### src/rtl/mem_arb_pkg.sv
// Shared definitions for the two-port memory arbiter: FSM encoding, port
// indices, default memory size and the latched command layout.
package mem_arb_pkg;

    typedef enum logic [1:0] {
        IDLE   = 2'd0,
        ACCESS = 2'd1,
        RESP   = 2'd2
    } arb_state_t;

    localparam logic PORT_CPU = 1'b0;
    localparam logic PORT_LDR = 1'b1;

    localparam int DEF_MEM_WORDS = 256;

    // Command captured at grant time and replayed to memory in ACCESS.
    typedef struct packed {
        logic        owner;
        logic        we;
        logic [31:0] addr;
        logic [31:0] wdata;
    } cmd_t;

    // A byte address is rejected when it is not word aligned or its word
    // index falls outside the memory.
    function automatic logic addr_is_bad(input logic [31:0] addr, input logic [31:0] words);
        return (addr[1:0] != 2'b00) || ({2'b00, addr[31:2]} >= words);
    endfunction

endpackage

### src/rtl/mem_arbiter_rr_arb2.sv
// Two-input round-robin pick. Purely combinational; the caller owns the
// last-granted pointer and decides whether arbitration is open.
module rr_arb2
    import mem_arb_pkg::*;
(
    input  logic [1:0] req,
    input  logic       last,
    output logic [1:0] gnt
);

    // On contention the port that did not win last time wins now; a lone
    // requester always wins.
    always_comb begin
        gnt = 2'b00;
        if (req == 2'b11)
            gnt = (last == PORT_LDR) ? 2'b01 : 2'b10;
        else
            gnt = req;
    end

endmodule

### src/rtl/mem_arbiter.sv
// Two-port (CPU / loader) arbiter in front of a single-ported 32-bit memory.
// One transaction every two cycles: grant (IDLE/RESP) -> ACCESS -> RESP(ack).
module mem_arbiter
    import mem_arb_pkg::*;
#(
    parameter int MEM_WORDS = DEF_MEM_WORDS
) (
    input  logic        clk,
    input  logic        reset,

    input  logic        req0,
    input  logic        we0,
    input  logic [31:0] addr0,
    input  logic [31:0] wdata0,
    output logic        gnt0,
    output logic        ack0,
    output logic        err0,
    output logic [31:0] rdata0,

    input  logic        req1,
    input  logic        we1,
    input  logic [31:0] addr1,
    input  logic [31:0] wdata1,
    output logic        gnt1,
    output logic        ack1,
    output logic        err1,
    output logic [31:0] rdata1,

    output logic [31:0] mem_addr,
    output logic [31:0] mem_wdata,
    output logic        mem_read,
    output logic        mem_write,
    input  logic [31:0] mem_rdata,

    output logic        busy
);

    arb_state_t  state, state_nxt;
    logic        last_q;
    cmd_t        cmd_q, cmd_nxt;
    logic        arb_open;
    logic [1:0]  pick;
    logic [1:0]  gnt_v;
    logic        cmd_err;
    logic [31:0] resp_data;

    rr_arb2 u_rr_arb2 (
        .req  ({req1, req0}),
        .last (last_q),
        .gnt  (pick)
    );

    // Arbitration is open in IDLE and RESP, never while reset is held low.
    always_comb begin
        arb_open = reset && ((state == IDLE) || (state == RESP));
        gnt_v    = arb_open ? pick : 2'b00;
    end

    // Select the winning port's command for latching.
    always_comb begin
        cmd_nxt.owner = gnt_v[1];
        cmd_nxt.we    = gnt_v[1] ? we1    : we0;
        cmd_nxt.addr  = gnt_v[1] ? addr1  : addr0;
        cmd_nxt.wdata = gnt_v[1] ? wdata1 : wdata0;
    end

    // Error status and response word for the command now in ACCESS.
    always_comb begin
        cmd_err   = addr_is_bad(cmd_q.addr, 32'(MEM_WORDS));
        resp_data = 32'd0;
        if (!cmd_err && !cmd_q.we)
            resp_data = mem_rdata;
    end

    // FSM state register.
    always_ff @(posedge clk) begin
        if (!reset)
            state <= IDLE;
        else
            state <= state_nxt;
    end

    // FSM next state: any grant starts an access; otherwise drop to IDLE.
    always_comb begin
        state_nxt = state;
        case (state)
            IDLE, RESP: state_nxt = (gnt_v != 2'b00) ? ACCESS : IDLE;
            ACCESS:     state_nxt = RESP;
            default:    state_nxt = IDLE;
        endcase
    end

    // FSM outputs: grants, memory strobes and busy. The write strobe is
    // also gated by reset so an abort in ACCESS never reaches memory.
    always_comb begin
        gnt0      = gnt_v[0];
        gnt1      = gnt_v[1];
        mem_addr  = cmd_q.addr;
        mem_wdata = cmd_q.wdata;
        mem_read  = (state == ACCESS) && !cmd_q.we && !cmd_err;
        mem_write = (state == ACCESS) &&  cmd_q.we && !cmd_err && reset;
        busy      = (state == ACCESS) || (state == RESP);
    end

    // Latch the granted command and remember who won.
    always_ff @(posedge clk) begin
        if (!reset) begin
            cmd_q  <= '0;
            last_q <= PORT_LDR;
        end else if (gnt_v != 2'b00) begin
            cmd_q  <= cmd_nxt;
            last_q <= gnt_v[1];
        end
    end

    // Capture the response at the end of ACCESS so the owner sees a
    // one-cycle ack in RESP; the other port's rdata is left untouched.
    always_ff @(posedge clk) begin
        if (!reset) begin
            ack0   <= 1'b0;
            ack1   <= 1'b0;
            err0   <= 1'b0;
            err1   <= 1'b0;
            rdata0 <= 32'd0;
            rdata1 <= 32'd0;
        end else begin
            ack0 <= 1'b0;
            ack1 <= 1'b0;
            err0 <= 1'b0;
            err1 <= 1'b0;
            if (state == ACCESS) begin
                if (cmd_q.owner == PORT_LDR) begin
                    ack1   <= 1'b1;
                    err1   <= cmd_err;
                    rdata1 <= resp_data;
                end else begin
                    ack0   <= 1'b1;
                    err0   <= cmd_err;
                    rdata0 <= resp_data;
                end
            end
        end
    end

endmodule

### config.mk
export PLATFORM = sky130hd
export DESIGN_NAME = mem_arbiter
export DESIGN_NICKNAME = d
export VERILOG_FILES = /design/src/rtl/mem_arb_pkg.sv /design/src/rtl/mem_arbiter_rr_arb2.sv /design/src/rtl/mem_arbiter.sv
export SDC_FILE = /design/constraint.sdc
export NUM_CORES = 1
export LEC_CHECK = 0
export ABC_AREA = 1
export CELL_PAD_IN_SITES_DETAIL_PLACEMENT = 1
export CELL_PAD_IN_SITES_GLOBAL_PLACEMENT = 1
export CORE_MARGIN = 2
export CORE_UTILIZATION = 30
export CTS_CLUSTER_SIZE = 12
export DETAILED_ROUTE_END_ITERATION = 16
export PLACE_DENSITY_LB_ADDON = 0.1
export REMOVE_ABC_BUFFERS = 1
export SYNTH_ARGS = -nofsm -noshare
export SYNTH_HDL_FRONTEND = slang
export SYNTH_HIERARCHICAL = 1
export SYNTH_SLANG_ARGS = --single-unit
### constraint.sdc
create_clock -name clk -period 2.6 [get_ports clk]
set_input_delay 0.52 -clock clk [delete_from_list [all_inputs] [get_ports clk]]
set_output_delay 0.52 -clock clk [all_outputs]
set_load 0.01 [all_outputs]
Word-level counts from Yosys, hierarchy flattened
Index checks and enable logic that the tools add are counted.
{"block": "classes", "muxes": 11, "n_eq_ne": 3, "magnitude_cmp": 1, "bitwise_logic": 3, "reduce_logical": 21}
{"op": "$mux W32", "count": 3}
{"op": "$ge A30 B9 Y1 const B", "count": 1}
{"op": "$logic_and A1 B1 Y1", "count": 7}
{"op": "$mux W2", "count": 3}
{"op": "$reduce_and A2 Y1", "count": 3}
{"op": "$eq A2 B2 Y1 const B", "count": 2}
{"op": "$mux W1", "count": 4}
{"op": "$pmux W2 S2", "count": 1}
{"op": "$reduce_bool A2 Y1", "count": 2}
{"op": "$logic_or A1 B1 Y1", "count": 3}
{"op": "$not A1 Y1", "count": 3}
{"op": "$reduce_and A3 Y1", "count": 1}
{"op": "$reduce_or A3 Y1", "count": 1}
{"op": "$eq A2 B1 Y1 const B", "count": 1}
{"op": "$logic_not A1 Y1", "count": 2}
{"op": "$logic_not A2 Y1", "count": 1}
{"op": "$reduce_or A2 Y1", "count": 1}
{"block": "word_totals", "regBits": 137, "wordCells": 51, "in_bits": 166, "output_inout_bits": 137}

Logic depth before layout (Yosys ltp)
Gate-level depths: netlist (run 1).
{"block": "logic_depth", "ltp_word": 7, "depth_mapped": 10, "ltp_nobuf": 8}

Modules after synthesis
The synthesis (run 1) kept the hierarchy.
{"mod": "mem_arbiter", "cells_per_inst": 800, "seq_area_each_um2": 2742.6, "area_per_inst_um2": 6384.9, "instances": 1}
{"mod": "rr_arb2", "cells_per_inst": 5, "seq_area_each_um2": 0.0, "area_per_inst_um2": 21.3, "instances": 1}

Worst setup path after synthesis (run 1)
OpenSTA, ideal clock, no wires.
{"block": "synth_timing", "path_type": "input -> output", "start": "input reset", "end": "output mem_write", "t_required_ps": 2080, "arrival_ps": 1207, "path_buffers": 1, "slack_ps": 873, "path_stages": 3, "path_cell_list": "buf_2 -> nand2_1 -> nor4_1"}
{"block": "synth_via", "elab_chain_cells": 1}
{"item": "start, declared", "line_no": "mem_arbiter.sv:9", "source": "input logic reset,"}
{"item": "$logic_and A1 B1 Y1", "line_no": "mem_arbiter.sv:101", "source": "mem_write = (state == ACCESS) && cmd_q.we && !cmd_err && reset;"}
{"item": "end, declared", "line_no": "mem_arbiter.sv:32", "source": "output logic mem_write,"}
No other way between the ends.

Final worst setup path (run 1)
{"block": "layout_timing", "start": "register state[0]", "end": "output gnt1"}
{"block": "layout_via", "elab_chain_cells": 4, "elab_cells_between_ends": 5, "cone_classes": "eq/ne: 1; mux: 1; reduce/logical: 3"}
{"item": "start, declared", "line_no": "mem_arbiter.sv:38", "source": "arb_state_t state, state_nxt;"}
{"item": "start signal, assigned", "line_no": "mem_arbiter.sv:80", "source": "state <= state_nxt;"}
{"item": "$eq A2 B2 Y1 / $logic_not A2 Y1 (equally long branches)", "line_no": "mem_arbiter.sv:55", "source": "arb_open = reset && ((state == IDLE) || (state == RESP));"}
{"item": "$logic_or A1 B1 Y1 *", "line_no": "mem_arbiter.sv:55"}
{"item": "$logic_and A1 B1 Y1 *", "line_no": "mem_arbiter.sv:55"}
{"item": "$mux W2 *", "line_no": "mem_arbiter.sv:56", "source": "gnt_v = arb_open ? pick : 2'b00;"}
{"item": "end, declared", "line_no": "mem_arbiter.sv:24", "source": "output logic gnt1,"}
Mark *: on every way between the ends. The rest lies on a longest branch, timed or not.

==> results of run 1 <==
tightest hold or removal path, stage by stage (launching register included):
cell and delay [ns]:
dfxtp_1 0.31, nand2_1 0.06, a21oi_1 0.05
metrics by stage:
stage	worst slack (ns)	total power [uW]
after detailed placement	0.0573	4000
after floorplan	-0.399	3080
after global routing	0.0238	6680
after CTS	0.0357	6430
final	0.130	6330
after global placement	0.0793	3980
flip-flops by register name (all words and copies together), names as in the netlist:
name / flops
err1: 1
err0: 1
rdata0: 32
ack0: 1
rdata1: 32
mem_addr: 32
mem_wdata: 32
state: 2
last_q: 1
cmd_q: 2
ack1: 1
kinds of logic after synthesis:
group,Yosys count,share of synthesized area [%]
flops,137,42.8
fa+ha+maj,4,0.781
compound gates,327,27.9
buf+inv,202,17.7
simple gates,135,10.8
how the worst max path moves through the flow:
stage                end  slack, ns  cells after the start
2_1_floorplan  cmd_q[64]      -0.40                      8
6_report            gnt1       0.13                      6
4_1_cts             gnt1       0.04                      6
5_1_grt             gnt0       0.02                      6
3_3_place_gp        gnt1       0.08                      6
3_5_place_dp        gnt1       0.06                      6
report_power, final:
part | internal, uW | switching [uW]
logic | 792 | 729
clock network | 1410 | 969
registers | 2300 | 124
area by class of cell:
type | count | area [sq um]
Fill cell | 2482 | 11300
Tap cell | 275 | 344
Clock buffer | 17 | 425
Sequential cell | 137 | 2740
Inverter | 78 | 297
Clock inverter | 15 | 154
Multi-Input combinational cell | 466 | 2540
Timing Repair Buffer | 319 | 3190
Yosys cell counts, drive strengths merged:
cell type  number
o21ai         196
dfxtp         137
a21oi         130
buf            94
inv            77
nand2          75
nand3          36
clkbuf         30
nor2           20
ha              4
nor4            2
clkinv          1
nand4           1
o31ai           1
or2             1
layer usage:
metal  wire [um]  GRT usage [%]
met1        8830           21.8
met2       10300           32.2
met3        2160           8.36
met4         213           5.38
met5           0              0
what timing repair did:
item                                    in CTS  in global routing
hold endpoints to repair                     0                  0
endpoints found under the setup margin       2                  2
gates resized for setup                      2                  2
setup buffers                                2                  0
==> flow_summary.toml, run 1 <==
[status]
status = "finished, final reports clean"

[sta]
final.setup.tns_ns = 0
slew_headroom_pct = 56.4
finalClockSkew_ns = 0.00919
fmax_ghz = 0.405
timing.hold.ws_ns = 0.468
maxSlewViolCount = 0
min_period_ns = 2.47
worst_slew_pin_slew_ns = 0.654
period_share_pct = 95.0
rsz0062_at_grt = "no"
final-setup-viol-count = 0
finalHoldViolCount = 0

[clock_tree]
clkTransAtPathRegs_ns = 0.06
htreeDepth = 4
clockRootBuffer = "clkbuf_16"
clk_latency_ns = 0.42
cts_hold_buf = 0
cts_buffers = 17
cts_sinks = 137
cts_buffer_depth = 2
cts_tree = "built"

[place]
finalWeightedCongestion = 0.760
dp_cells = 1273
port_buffers = 302
place_area_sq_um = 9100
dp_hpwl_um = 15200

[worst_hold_path]
min_from = "mem_wdata[0]"
hold_depth = 2
min_to = "mem_wdata[0]"
holdCritPathClass = "register to register"

[detailed_routing]
dr_total_vias = 6075
drtAntennaViolNets = 0
drtPass1Iterations = 4
avgRoutedWirePerCell_um = 16.4
drc_errors = 0
drtIter0Drc = 213
vias_per_cell = 4.65
totalWireLength_um = 21500

[layout]
fin_nets = 1189
n_antenna_cell = 0
final_cell_mix = "299 x clkdlybuf4s50_1, 137 x dfxtp_1, 134 x o21ai_0"
drive_above_1_share_pct = 13.6
final_core_utilization_pct = 46.1
finalInstanceArea_sq_um = 9700
final_cells = 1307
syn2layout_area_growth_pct = 51.4
layout_commonest_cell = "clkdlybuf4s50_1"

[job]
drv_cap = 0

[setup_path]
startpoint_type = "register"
crit_family = "buffers and inverters"
criticalPathCategory = "register to output port"
endpoint_kind = "output port"
worstReg2RegStart = "state[0]"
rrSetupSlack_ns = 0.49
worst_ep_required_time_ns = 2.08
cp_max_fo = 3
cp.arrival_ns = 1.95
r2r-end = "mem_addr[31]"
cpMaxStageDelayCell = "clkdlybuf4s50_1"
cp_cell_sequence = "inv_1, ha_1, or2_4, nand3_4, inv_4, clkdlybuf4s50_1"
reg2regPathDepth = 8
path_buf_inv = 3
slowest_delay_ns = 0.47
critPathLaunch = "state[0]"

[logic_synthesis]
yosysWarnings = 6
synth_cell_types = 29
netlist_instances = 805
ys_seq_area_share_pct = 42.8
syn_area_per_cell_sq_um = 7.96
netlist_top_cells_area = "dfxtp_1 43%, o21ai_0 10%, buf_4 7.9%, a21oi_1 7.0%, a21oi_2 5.5%"
synth_top_area_share_pct = 42.8
netlist_area_sq_um = 6410
synth-seq-cells = 137
yosys.area.top_type = "dfxtp_1"

[floorplan]
dieHeight_um = 150
start_util_pct = 30.5
fp.dieArea_sq_um = 22500
core-area_sq_um = 21000
fp.dieW_um = 150
placementRows = 53
pin_count = 303

[grt]
grt_max_degree = 133
grt-ovfl-total = 0
antenna_found_initial = 0
grt_pass1_vias = 6169
grt_pass1_wl_um = 33300
grtUsageTotal_pct = 19.0

[power_and_ir_drop]
p_leak_uw = 0.00369
ir_drop_mv = 0.349
power-per-cell-area_nw_per_um2 = 653
No activity file was read; power rests on OpenSTA's default activity.
==> run 2, diff against run 1 <==
--- a/config.mk
+++ b/config.mk
@@ -6,6 +6,7 @@
 export NUM_CORES = 1
 export LEC_CHECK = 0
 export ABC_AREA = 1
+export CAP_MARGIN = 5
 export CELL_PAD_IN_SITES_DETAIL_PLACEMENT = 1
 export CELL_PAD_IN_SITES_GLOBAL_PLACEMENT = 1
 export CORE_MARGIN = 2
==> results of run 2 <==
The final DEF is identical to that of run 1; final timing and power are the same.
==> run 3, diff against run 2 <==
--- a/config.mk
+++ b/config.mk
@@ -13,6 +13,7 @@
 export CORE_UTILIZATION = 30
 export CTS_CLUSTER_SIZE = 12
 export DETAILED_ROUTE_END_ITERATION = 16
+export DONT_BUFFER_PORTS = 1
 export PLACE_DENSITY_LB_ADDON = 0.1
 export REMOVE_ABC_BUFFERS = 1
 export SYNTH_ARGS = -nofsm -noshare
==> run 3 against run 2 <==
Against the previous run:
- via count fell by 17%
- power fell by 6.5%
- design area fell by 31%
- flip-flop and latch count did not move
- clock skew rose by 0.0021 ns
- clock power rose by 9.2%
- critical path depth fell by 3
- worst setup slack improved by 0.049 ns
- routed wire length fell by 9.1%
- sequential power rose by 6%
- critical endpoint is now mem_read
- hold slack got worse by 0.24 ns
==> flow_summary.toml, run 3 (synthesized netlist as in run 1, its figures left out) <==
[status]
status = "finished, final reports clean"

[place]
finalWeightedCongestion = 0.722
port_buffers = 0
dp_hpwl_um = 13800

[sta]
min_period_ns = 2.42
maxSlewViolCount = 0
slew_headroom_pct = 59.8
period_share_pct = 93.1
fmax_ghz = 0.413
final.setup.tns_ns = 0
final-setup-viol-count = 0
finalClockSkew_ns = 0.0113
finalHoldViolCount = 0
worst_slew_pin_slew_ns = 0.597
rsz0062_at_grt = "no"

[detailed_routing]
drtIter0Drc = 170
drtAntennaViolNets = 0
drc_errors = 0
totalWireLength_um = 19500
dr_total_vias = 5050
vias_per_cell = 5.04
drtPass1Iterations = 4
avgRoutedWirePerCell_um = 19.5

[power_and_ir_drop]
power-per-cell-area_nw_per_um2 = 881
ir_drop_mv = 0.357
p_leak_uw = 0.00258

[clock_tree]
cts.repair.resized = 0
cts_buffers = 17
cts_hold_buf = 0
cts_tree = "built"
cts_buffer_depth = 2
postCtsSetupBuffers = 0
clockRootBuffer = "clkbuf_16"
htreeDepth = 4
clkTransAtPathRegs_ns = 0.06
cts_sinks = 137
clk_latency_ns = 0.42

[layout]
fillerInstances = 2473
fin_nets = 883
final_cell_mix = "137 x dfxtp_1, 134 x o21ai_0, 90 x a21oi_1"
drive_above_1_share_pct = 18.3
syn2layout_area_growth_pct = 4.88
final_core_utilization_pct = 32.0
layout_commonest_cell = "dfxtp_1"

[job]
drv_cap = 0

[setup_path]
cp_cell_sequence = "nor2_1, nand4_1, nor4_1"
cp.depth = 3
cp-endpoint = "mem_read"
endpoint_kind = "output port"
crit_family = "simple AND/OR/NAND/NOR gates"
reg2regPathDepth = 9
worstReg2RegStart = "state[0]"
slowest_delay_ns = 0.60
rrSetupSlack_ns = 0.45
cp_max_fo = 5
criticalPathCategory = "register to output port"
startpoint_type = "register"
worst_ep_required_time_ns = 2.08
critPathLaunch = "mem_addr[31]"
r2r-end = "mem_addr[31]"
cp.arrival_ns = 1.90
path_buf_inv = 0
cpMaxStageDelayCell = "nor4_1"

[floorplan]
dieHeight_um = 150
pin_count = 303
placementRows = 53
start_util_pct = 30.5
fp.dieArea_sq_um = 22500
fp.dieW_um = 150
core-area_sq_um = 21000

[grt]
grt-ovfl-total = 0
busiest_layer = "met2"
use_met1_pct = 18.5
grt_max_degree = 70
grt_pass1_vias = 5168
grt_pass1_wl_um = 29500
met2_usage_pct = 28.6
grtUsageTotal_pct = 16.9
antenna_found_initial = 2
met3_usage_pct = 8.88

[worst_hold_path]
holdCritPathClass = "input pin to register"
min_from = "reset"
==> run 3: changes by cell type in the layout (fill, tap and decap cells not counted), moves of 3 or more <==
cell             change
clkdlybuf4s50_1    -299
buf_4                -6
clkinv_2             -4
clkinvlp_4           -3
inv_6                +3
==> run 3: worst reg2reg max path: stages, from the launching register on <==
cell and delay (ns):
dfxtp_1 0.36, inv_1 0.09, ha_1 0.21, or2_1 0.29, nand3_2 0.29, inv_2 0.15
nor2_4 0.14, buf_12 0.28, nand2_1 0.10, a21oi_1 0.17
==> run 3: how the worst min path moves through the flow <==
stage / end / slack, ns / depth (start not counted)
floorplan: ack0 / 0.45 / 1
global placement: cmd_q[64] / 0.49 / 2
detailed placement: cmd_q[64] / 0.49 / 2
CTS: last_q / 0.18 / 1
global route: last_q / 0.19 / 1
finish: last_q / 0.23 / 1
==> run 3: metrics by stage <==
stage	cell area (sq um)	instances	total power (uW)	setup slack, ns	hold slack (ns)
6_report	6720	1002	5920	0.178	0.229
5_1_grt	6720	1001	6240	0.0858	0.189
4_1_cts	6720	1001	6030	0.0897	0.182
3_5_place_dp	6090	969	3390	0.422	0.488
2_1_floorplan	5570	681	3080	-0.399	0.447
3_3_place_gp	6090	969	3350	0.572	0.490
==> run 3: area by class of cell <==
class                           instances  area [sq um]  share of cell area [%]
Inverter                               78           295                    4.39
Clock inverter                         14           186                    2.77
Multi-Input combinational cell        466          2540                    37.7
Tap cell                              275           344                    5.12
Clock buffer                           18           439                    6.54
Antenna cell                            1          2.50                  0.0372
Timing Repair Buffer                   13           173                    2.57
Sequential cell                       137          2740                    40.8
==> run 3: report_power, final <==
part / leakage [uW] / total (uW) / internal, uW / switching, uW
clock: 0.000306 / 2600 / 1560 / 1030
combinational: 0.00115 / 748 / 256 / 492
sequential: 0.00112 / 2570 / 2300 / 270
==> run 3: metal layers <==
layer  vias up  share of wire (%)
met4         2               0.90
li1       2439                  -
met3        13                 12
met5         -              0.067
met2       204                 48
met1      2392                 39
